$ cat src/rtl/inject_port_buffer_pkg.sv
// inject_port_buffer_pkg: shared flit width, buffer defaults and output FSM states.
package inject_port_buffer_pkg;
  localparam int FLIT_SIZE = 32;
  localparam int InjectDepth = 16;
  localparam int InjectStallLimit = 64;
  typedef enum logic {OUT_EMPTY, OUT_FULL} out_state_t;
endpackage

$ cat src/rtl/inject_fifo.sv
// inject_fifo: DEPTH-1 entry synchronous FIFO feeding the inject output register.
module inject_fifo #(
  parameter int DEPTH = 16,
  parameter int W = 32
) (
  input  logic         clk,
  input  logic         rst,
  input  logic         wr,
  input  logic         rd,
  input  logic [W-1:0] din,
  output logic [W-1:0] dout,
  output logic         empty,
  output logic         full
);
  localparam int PW = $clog2(DEPTH);
  localparam logic [PW-1:0] LAST = PW'(DEPTH - 2);
  localparam logic [PW-1:0] N = PW'(DEPTH - 1);
  logic [W-1:0] mem [DEPTH-1];
  logic [PW-1:0] wp, rp, cnt;
  assign empty = cnt == '0;
  assign full = cnt == N;
  assign dout = mem[rp];
  always_ff @(posedge clk)
    if (wr) mem[wp] <= din;
  always_ff @(posedge clk or negedge rst)
    if (!rst) begin
      wp <= '0;
      rp <= '0;
      cnt <= '0;
    end else begin
      if (wr) wp <= (wp == LAST) ? '0 : wp + 1'b1;
      if (rd) rp <= (rp == LAST) ? '0 : rp + 1'b1;
      cnt <= cnt + PW'(wr) - PW'(rd);
    end
endmodule

$ cat src/rtl/inject_port_buffer.sv
// inject_port_buffer: FIFO + output register in front of one router inject port.
// Optional INJECT_STATS_EN adds saturating stat_accepted / stat_sent counters.
module inject_port_buffer
  import inject_port_buffer_pkg::*;
#(
  parameter int DEPTH = InjectDepth,
  parameter int STALL_LIMIT = InjectStallLimit
) (
  input  logic                   clk,
  input  logic                   rst,
  input  logic [FLIT_SIZE-1:0]   in_flit,
  input  logic                   in_valid,
  output logic                   in_ready,
  output logic [FLIT_SIZE-1:0]   out_flit,
  output logic                   out_valid,
  input  logic                   out_avail,
  output logic [$clog2(DEPTH):0] count,
  output logic                   stall,
  output logic [15:0]            dropped
`ifdef INJECT_STATS_EN
  ,
  output logic [31:0]            stat_accepted,
  output logic [31:0]            stat_sent
`endif
);
  localparam int CW = $clog2(DEPTH) + 1;
  localparam int SW = $clog2(STALL_LIMIT + 1);
  localparam logic [CW-1:0] CAP = CW'(DEPTH);
  localparam logic [SW-1:0] LIM = SW'(STALL_LIMIT);
  logic [1:0] sync;
  logic rst_n, accept, xfer, load, bypass, fifo_wr, fifo_rd, fifo_empty, fifo_full;
  logic [FLIT_SIZE-1:0] head;
  logic [SW-1:0] wd;
  out_state_t state, state_nx;
  // assertion is immediate, release waits two clock edges
  always_ff @(posedge clk or negedge rst)
    if (!rst) sync <= 2'b00;
    else sync <= {sync[0], 1'b1};
  assign rst_n = sync[1];
  assign in_ready = count < CAP;
  assign out_valid = state == OUT_FULL;
  assign accept = in_valid && in_ready;
  assign xfer = out_valid && out_avail;
  assign load = !out_valid || xfer;
  assign fifo_rd = load && !fifo_empty;
  assign bypass = load && fifo_empty && accept;
  assign fifo_wr = accept && !bypass && !fifo_full;
  assign stall = wd >= LIM;
  inject_fifo #(.DEPTH(DEPTH), .W(FLIT_SIZE)) u_fifo (
    .clk(clk), .rst(rst_n), .wr(fifo_wr), .rd(fifo_rd), .din(in_flit),
    .dout(head), .empty(fifo_empty), .full(fifo_full)
  );
  always_comb begin
    state_nx = load ? ((fifo_rd || bypass) ? OUT_FULL : OUT_EMPTY) : state;
  end
  always_ff @(posedge clk or negedge rst_n)
    if (!rst_n) begin
      state <= OUT_EMPTY;
      out_flit <= '0;
      count <= '0;
      wd <= '0;
      dropped <= '0;
    end else begin
      state <= state_nx;
      if (fifo_rd || bypass) out_flit <= fifo_rd ? head : in_flit;
      count <= count + CW'(accept) - CW'(xfer);
      wd <= load ? '0 : wd + SW'(!stall);
      dropped <= dropped + 16'(in_valid && !in_ready && dropped != 16'hFFFF);
    end
`ifdef INJECT_STATS_EN
  always_ff @(posedge clk or negedge rst_n)
    if (!rst_n) begin
      stat_accepted <= '0;
      stat_sent <= '0;
    end else begin
      stat_accepted <= stat_accepted + 32'(accept && stat_accepted != '1);
      stat_sent <= stat_sent + 32'(xfer && stat_sent != '1);
    end
`endif
endmodule
$ cat config.mk
export PLATFORM = sky130hd
export DESIGN_NAME = inject_port_buffer
export DESIGN_NICKNAME = d
export VERILOG_FILES = /design/src/rtl/inject_port_buffer_pkg.sv /design/src/rtl/inject_fifo.sv /design/src/rtl/inject_port_buffer.sv
export SDC_FILE = /design/constraint.sdc
export NUM_CORES = 1
export LEC_CHECK = 0
export ABC_AREA = 1
export BUFFER_PORTS_ARGS = -buffer_cell sky130_fd_sc_hd__buf_2
export CORE_MARGIN = 2
export CORE_UTILIZATION = 56
export CTS_CLUSTER_DIAMETER = 40
export DETAILED_ROUTE_END_ITERATION = 7
export PLACE_DENSITY = 0.73
export SYNTH_ARGS = -nofsm -noshare
export SYNTH_HDL_FRONTEND = slang
export SYNTH_SLANG_ARGS = --single-unit
$ cat constraint.sdc
create_clock -name clk -period 2.1 [get_ports clk]
set_input_delay 0.21 -clock clk [delete_from_list [all_inputs] [get_ports clk]]
set_output_delay 0.21 -clock clk [all_outputs]
set_load 0.05 [all_outputs]
======== Yosys cells after proc, flatten, opt, wreduce, memory -nomap -nowiden ========
Memory sizes are Yosys's and may differ from the RTL's.
Cells that the tools add are included.
operators by class
  add/subtract/negate cells ............... 8
  order comparisons ....................... 2
  eq/ne operators ......................... 4
  muxes and demuxes ....................... 7
  reductions and logical operators ........ 18
operators with widths
  cell                                                           number
  32-bit 2-to-1 mux                                              1
  16-bit by 1-bit adder with 16-bit output                       1
  16-bit != test, second input constant                          1
  4-bit equality test, second input constant                     3
  1-bit logical AND                                              9
  4-bit by 1-bit adder with 4-bit output, second input constant  2
  4-bit 2-to-1 mux                                               2
  7-bit by 1-bit adder with 7-bit output                         1
  7-bit greater-or-equal comparator, second input constant       1
  7-bit 2-to-1 mux                                               1
  1-bit zero test                                                6
  5-bit by 1-bit adder with 5-bit output                         1
  5-bit < comparator, second input constant                      1
  5-bit by 1-bit subtractor with 5-bit output                    1
  4-bit by 1-bit adder with 4-bit output                         1
  4-bit zero test                                                1
  4-bit by 1-bit subtractor with 4-bit output                    1
  1-bit 2-to-1 mux                                               3
  1-bit logical OR                                               2
storage, ports and cells
  flip-flop bits (word level) ............. 75
  memory bits (writable) .................. 480
  logic and storage cells ................. 49
  memories kept ........................... 1
memories
  name        words  bits a word  rd ports  clocked after memory_dff  write ports  RTL line           source
  u_fifo.mem  15     32           1         0                         1            inject_fifo.sv:18  logic [W-1:0] mem [DEPTH-1];

======== Logic depth before layout (Yosys ltp) ========
  depth after elaboration ................. 9
  gate-level depth with buffers ........... 14

======== Cells and area by module ========
Synthesis repeated with hierarchy kept, for this count alone.
second synthesis, totals
  cells, all modules ...................... 2285
  area, all modules ....................... 23984.3 um^2
modules (own cells, without submodules)
  module              times used  cells each  area each (um^2)  seq. area each (um^2)
  inject_fifo         1           1868        20711.1           14714.1
  inject_port_buffer  1           417         3273.1            1576.5

======== Worst setup path after synthesis ========
OpenSTA, ideal clock, no wires.
  path type ............................... register to register
  from .................................... register state (netlist: out_valid)
  to ...................................... memory u_fifo.mem[6][0] (enable)
  library setup time ...................... 0.461 ns
  arrival time ............................ 3.405 ns
  data required time ...................... 1.639 ns
  path slack .............................. -1.767 ns
  cell stages (with the launch flop) ...... 7
  buffers on the path ..................... 0
  clock period less this slack ............ 3.867 ns
  cells stage by stage .................... dfrtp_1 -> inv_1 -> nor2_2 -> inv_1 -> nand2_1 -> nand2_1 -> nor3_1
between the ends
  longest elaborated chain between the ends .. 9
  elaborated cells on any way between the ends .. 10
  those cells by class .................... 2 x mux; 8 x reduce/logical
ends and longest elaborated chain
  item                                                  RTL line                                            source
  from (decl)                                           inject_port_buffer.sv:34                            out_state_t state, state_nx;
  from (signal assigned)                                inject_port_buffer.sv:64                            state <= state_nx;
  1-bit zero test or 1-bit logical AND (tied branches)  inject_port_buffer.sv:44, inject_port_buffer.sv:43
  1-bit logical OR *                                    inject_port_buffer.sv:44                            assign load = !out_valid || xfer;
  1-bit logical AND * (2 in series)                     inject_port_buffer.sv:46                            assign bypass = load && fifo_empty && accept;
  1-bit zero test *                                     inject_port_buffer.sv:47                            assign fifo_wr = accept && !bypass && !fifo_full;
  1-bit logical AND * (2 in series)                     inject_port_buffer.sv:47
  1-bit 2-to-1 mux *                                    inject_fifo.sv:24                                   if (wr) mem[wp] <= din;
  1-bit 2-to-1 mux (implied by the code) *              inject_fifo.sv:24
  to (decl)                                             inject_fifo.sv:18
Mark *: on every way between the ends. The rest lies on a longest branch, timed or not.

======== Worst setup path in the final report ========
  from .................................... register u_fifo.cnt[2]
  to ...................................... memory u_fifo.mem[12][28] (enable)
between the ends
  longest elaborated chain between the ends .. 8
  elaborated cells on any way between the ends .. 10
  those cells by class .................... 1 x eq/ne; 2 x mux; 7 x reduce/logical
ends and longest elaborated chain
  item                                      RTL line                  source
  from (decl)                               inject_fifo.sv:19         logic [PW-1:0] wp, rp, cnt;
  from (signal assigned)                    inject_fifo.sv:33         cnt <= cnt + PW'(wr) - PW'(rd);
  4-bit zero test                           inject_fifo.sv:20         assign empty = cnt == '0;
  1-bit logical AND (2 in series)           inject_port_buffer.sv:46
  1-bit zero test                           inject_port_buffer.sv:47
  1-bit logical AND                         inject_port_buffer.sv:47
  1-bit logical AND *                       inject_port_buffer.sv:47
  net fifo_wr                               inject_port_buffer.sv:31  logic rst_n, accept, xfer, load, bypass, fifo_wr, fifo_rd, fifo_empty, fifo_full;
  1-bit 2-to-1 mux *                        inject_fifo.sv:24
  1-bit 2-to-1 mux (implied by the code) *  inject_fifo.sv:24
Mark *: on every way through the listed nets, which the timed path passes. The rest lies on a longest branch.

==> load_flow_metrics.sql <==
INSERT INTO impl_metrics (metric_group, metric, value, unit) VALUES
('outcome', 'run_status', 'finished clean', ''),
('sta', 'setup_viol_count_final', '0', ''),
('pwr', 'share_clk_of_total_power', '32.2', '%'),
('detailed_routing', 'via_count', '16569', ''),
('synth', 'synth_area_leader', 'sky130_fd_sc_hd__edfxtp_1', ''),
('synth', 'ys_seq_elements', '555', ''),
('pwr', 'powerDensity', '1440', 'mW/mm²'),
('detailed_routing', 'drt-initial-drc-count', '1623', ''),
('placed_design', 'place.gp.congestion', '0.8451', ''),
('worst_setup_path', 'cpLargestDelayFamily', 'buffers and inverters', ''),
('clock_network', 'tritoncts.num_buffers', '72', ''),
('final_layout', 'multi_input_comb_area', '0.006048', 'mm²'),
('grt', 'grt_pass1_vias', '16627', ''),
('worst_setup_path', 'setup.worst_path.class', 'flip-flop to flip-flop', ''),
('detailed_routing', 'routed_wl', '60130', 'µm'),
('clock_network', 'clk_root_buffer_cell', 'sky130_fd_sc_hd__clkbuf_16', ''),
('worst_setup_path', 'critPathArrivalTime', '2350', 'ps'),
('final_layout', 'nNetsFinal', '2435', ''),
('floorplanning', 'std_cell_rows', '75', ''),
('grt', 'antenna_found_initial', '0', ''),
('final_layout', 'n_antenna_cell', '0', ''),
('worst_setup_path', 'cp_num_buf_inv', '6', ''),
('worst_setup_path', 'r2r_start', 'u_fifo.cnt[2]', ''),
('detailed_routing', 'post_detailed_route_via_to_cell_ratio', '5.562', ''),
('grt', 'grt_overflow_total', '0', ''),
('placed_design', 'dpl-instance-area', '0.02543', 'mm²'),
('sta', 'finalWorstPathRequiredPeriod', '2048', 'ps'),
('floorplanning', 'design.portCount', '92', ''),
('detailed_routing', 'antenna_violating_nets_post_route', '0', ''),
('final_layout', 'final_common_cell', 'sky130_fd_sc_hd__nand2_1', ''),
('floorplanning', 'die_area', '0.04397', 'mm²'),
('floorplanning', 'core-area', '0.04185', 'mm²'),
('synth', 'syn-num-nets', '2275', ''),
('floorplanning', 'effective_utilization_at_floorplan', '56.60', '%'),
('detailed_routing', 'drt_pass1_iterations', '6', ''),
('worst_setup_path', 'ff2ff_path_depth', '12', ''),
('worst_hold_path', 'worst_hold_path_type', 'input pin to flip-flop', ''),
('worst_setup_path', 'worst_path_required', '2400', 'ps'),
('final_layout', 'combined_flip_flop_and_latch_cell_area', '0.01631', 'mm²'),
('final_layout', 'synthToLayoutAreaGrowth', '20.20', '%'),
('clock_network', 'tritoncts', 'done', ''),
('sta', 'setup-tns-final', '0', 'ps'),
('synth', 'synthesis.instances', '2222', ''),
('worst_setup_path', 'worst_path_max_delay_cell', 'sky130_fd_sc_hd__dfrtp_1', ''),
('sta', 'final-max-slew-violation-count', '0', ''),
('pwr', 'vdd.ir_drop.worst', '0.001035', 'V'),
('worst_setup_path', 'r2r_setup_slack', '50', 'ps'),
('final_layout', 'commonest_cells_after_routing_fill_and_taps_aside', 'sky130_fd_sc_hd__nand2_1, sky130_fd_sc_hd__edfxtp_1, sky130_fd_sc_hd__inv_1', ''),
('sta', 'finalCritPeriodShare', '97.53', '%'),
('detailed_routing', 'post_drt_wl_per_cell', '20.18', 'µm'),
('sta', 'worst_slew_pin_slew', '615.1', 'ps'),
('placed_design', 'dp_hpwl', '32410', 'µm'),
('pwr', 'power_switching', '0.01527', 'W'),
('placed_design', 'port_buffers', '91', ''),
('pwr', 'power_switching_share', '37.23', '%'),
('floorplanning', 'fp.dieH', '209.7', 'µm'),
('worst_setup_path', 'crit_path_max_fanout', '10', ''),
('grt', 'maximum_number_of_pins_on_one_net_before_global_route_repair', '104', ''),
('synth', 'area_of_the_mapped_netlist', '0.02369', 'mm²'),
('worst_setup_path', 'critical_path.max_stage_delay', '370', 'ps'),
('detailed_routing', 'route.detailed.drc', '0', ''),
('final_layout', 'fillers', '2906', ''),
('final_layout', 'layout-drive-gt1-share', '14.84', '%'),
('sta', 'highest_clock_frequency_the_design_can_meet', '488.3', 'MHz'),
('clock_network', 'cts_buffer_depth', '3', ''),
('pwr', 'power_report.internal_total', '0.02574', 'W'),
('sta', 'hold_violations', '0', ''),
('worst_setup_path', 'crit_path_cell_trace', 'inv_2 > ha_2 > nand3_2 > buf_4 > inv_1 > nand2_2 > nand2_4 > inv_4 > nand3_4 > nor2_4 > buf_12 > clkbuf_16', ''),
('worst_setup_path', 'setup.worst_path.start', 'u_fifo.cnt[2]', ''),
('worst_setup_path', 'total_stage_count_of_the_critical_path', '12', ''),
('grt', 'grt_usage', '27.53', '%');
[kinds of logic after synthesis]
| family | share of synthesized area, % |
|---|---|
| compound gates | 1.896 |
| flops | 68.77 |
| xor+xnor | 0.5915 |
| fa+ha+maj | 0.9612 |
| other cells | 0.01583 |
| simple gates | 21.04 |
| buf+inv | 6.734 |
[worst min path at each step]
stage,startpoint,endpoint,cells after the start,slack (ps)
finish,in_flit[1],u_fifo.mem[8][1],1,10
floorplan,rst,sync[0],0,-90
global route,in_flit[24],u_fifo.mem[4][24],1,20
detailed placement,rst,sync[0],1,-1
CTS,in_flit[16],u_fifo.mem[13][16],1,0.8
global placement,rst,sync[0],1,-1
[metal layers]
layer  vias to the layer above  GRT usage [%]  share of wire [%]
met2                       779          46.65                 49
met1                      8016          36.13                 40
li1                       7647              -                  -
met3                       127          4.339                7.8
met5                         -              0                  0
met4                         0          10.47                2.8
[timing repair]
action,CTS,global route
hold buffers,16,0
pin swaps,2,10
endpoints found under the hold margin,156,0
gates resized for setup,6,16
setup buffers,3,9
endpoints found under the setup margin,2,171
cloned,0,4
[state kept, by name (all words and copies together) (netlist names)]
| name | count |
|---|---|
| out_flit | 32 |
| out_valid | 1 |
| u_fifo.rp | 4 |
| u_fifo.mem | 480 |
| u_fifo.cnt | 4 |
| sync | 2 |
| wd | 7 |
| count | 5 |
| u_fifo.wp | 4 |
| dropped | 16 |
[layout make-up]
type | instances | share of cell area (%)
Clock inverter | 45 | 2.096
Timing Repair Buffer | 195 | 6.486
Sequential cell | 555 | 57.27
Clock buffer | 87 | 7.079
Multi-Input combinational cell | 1297 | 21.24
Inverter | 261 | 3.463
Tap cell | 539 | 2.368
[power by group through the flow]
| stage | registers (W) | logic (W) | clock network [W] |
|---|---|---|---|
| finish | 0.0138 | 0.0140 | 0.0132 |
| global route | 0.0139 | 0.0154 | 0.0138 |
| CTS | 0.0138 | 0.0138 | 0.0133 |
| detailed placement | 0.0140 | 0.0136 | 0 |
| global placement | 0.0139 | 0.0133 | 0 |
| floorplan | 0.0153 | 0.00812 | 0 |
[synth_stat cells]
cell type / instances
sky130_fd_sc_hd__nand2_1: 654
sky130_fd_sc_hd__edfxtp_1: 480
sky130_fd_sc_hd__inv_1: 256
sky130_fd_sc_hd__nand3_1: 244
sky130_fd_sc_hd__nor2_1: 182
sky130_fd_sc_hd__dfrtp_1: 75
sky130_fd_sc_hd__buf_2: 67
sky130_fd_sc_hd__a21oi_1: 64
sky130_fd_sc_hd__nand4_1: 29
sky130_fd_sc_hd__or2_1: 23
sky130_fd_sc_hd__nand3b_1: 22
sky130_fd_sc_hd__buf_4: 18
sky130_fd_sc_hd__o21ai_0: 18
sky130_fd_sc_hd__ha_1: 15
sky130_fd_sc_hd__clkbuf_1: 14
sky130_fd_sc_hd__nor3_1: 10
sky130_fd_sc_hd__xor2_1: 10
sky130_fd_sc_hd__buf_6: 7
sky130_fd_sc_hd__xnor2_1: 6
sky130_fd_sc_hd__inv_2: 4
sky130_fd_sc_hd__or2_2: 4
sky130_fd_sc_hd__buf_1: 3
sky130_fd_sc_hd__a31oi_1: 2
sky130_fd_sc_hd__fa_1: 2
sky130_fd_sc_hd__a22oi_1: 1
sky130_fd_sc_hd__conb_1: 1
sky130_fd_sc_hd__inv_4: 1
sky130_fd_sc_hd__nand2_2: 1
sky130_fd_sc_hd__nand2_4: 1
sky130_fd_sc_hd__nand3_2: 1
sky130_fd_sc_hd__nor2_2: 1
sky130_fd_sc_hd__nor2_4: 1
sky130_fd_sc_hd__nor3b_1: 1
sky130_fd_sc_hd__nor4_1: 1
sky130_fd_sc_hd__o211ai_1: 1
sky130_fd_sc_hd__o21ai_1: 1
sky130_fd_sc_hd__o22ai_1: 1
[per-stage QoR]
stage | utilization, % | total power [W] | cells | setup WS [ps] | hold WS, ps
final | 68.04 | 0.04101 | 2979 | 51.90 | 14.24
after global routing | 68.04 | 0.04298 | 2979 | -2.386 | 21.21
after CTS | 67.47 | 0.04081 | 2966 | 8.554 | 0.8299
after detailed placement | 60.76 | 0.02752 | 2815 | -55.73 | -1.197
after global placement | 60.76 | 0.02718 | 2815 | 17.62 | -1.471
after floorplan | - | 0.02345 | 2222 | -144.3 | -85.59
[worst register-to-register path, delay by kind of cell, from the launching register on]
family | cells | cell delay (ps)
buf+inv | 6 | 630
flops | 1 | 370
simple gates | 5 | 570
fa+ha+maj | 1 | 180
Note: power is estimated with default switching activity, not from simulation.
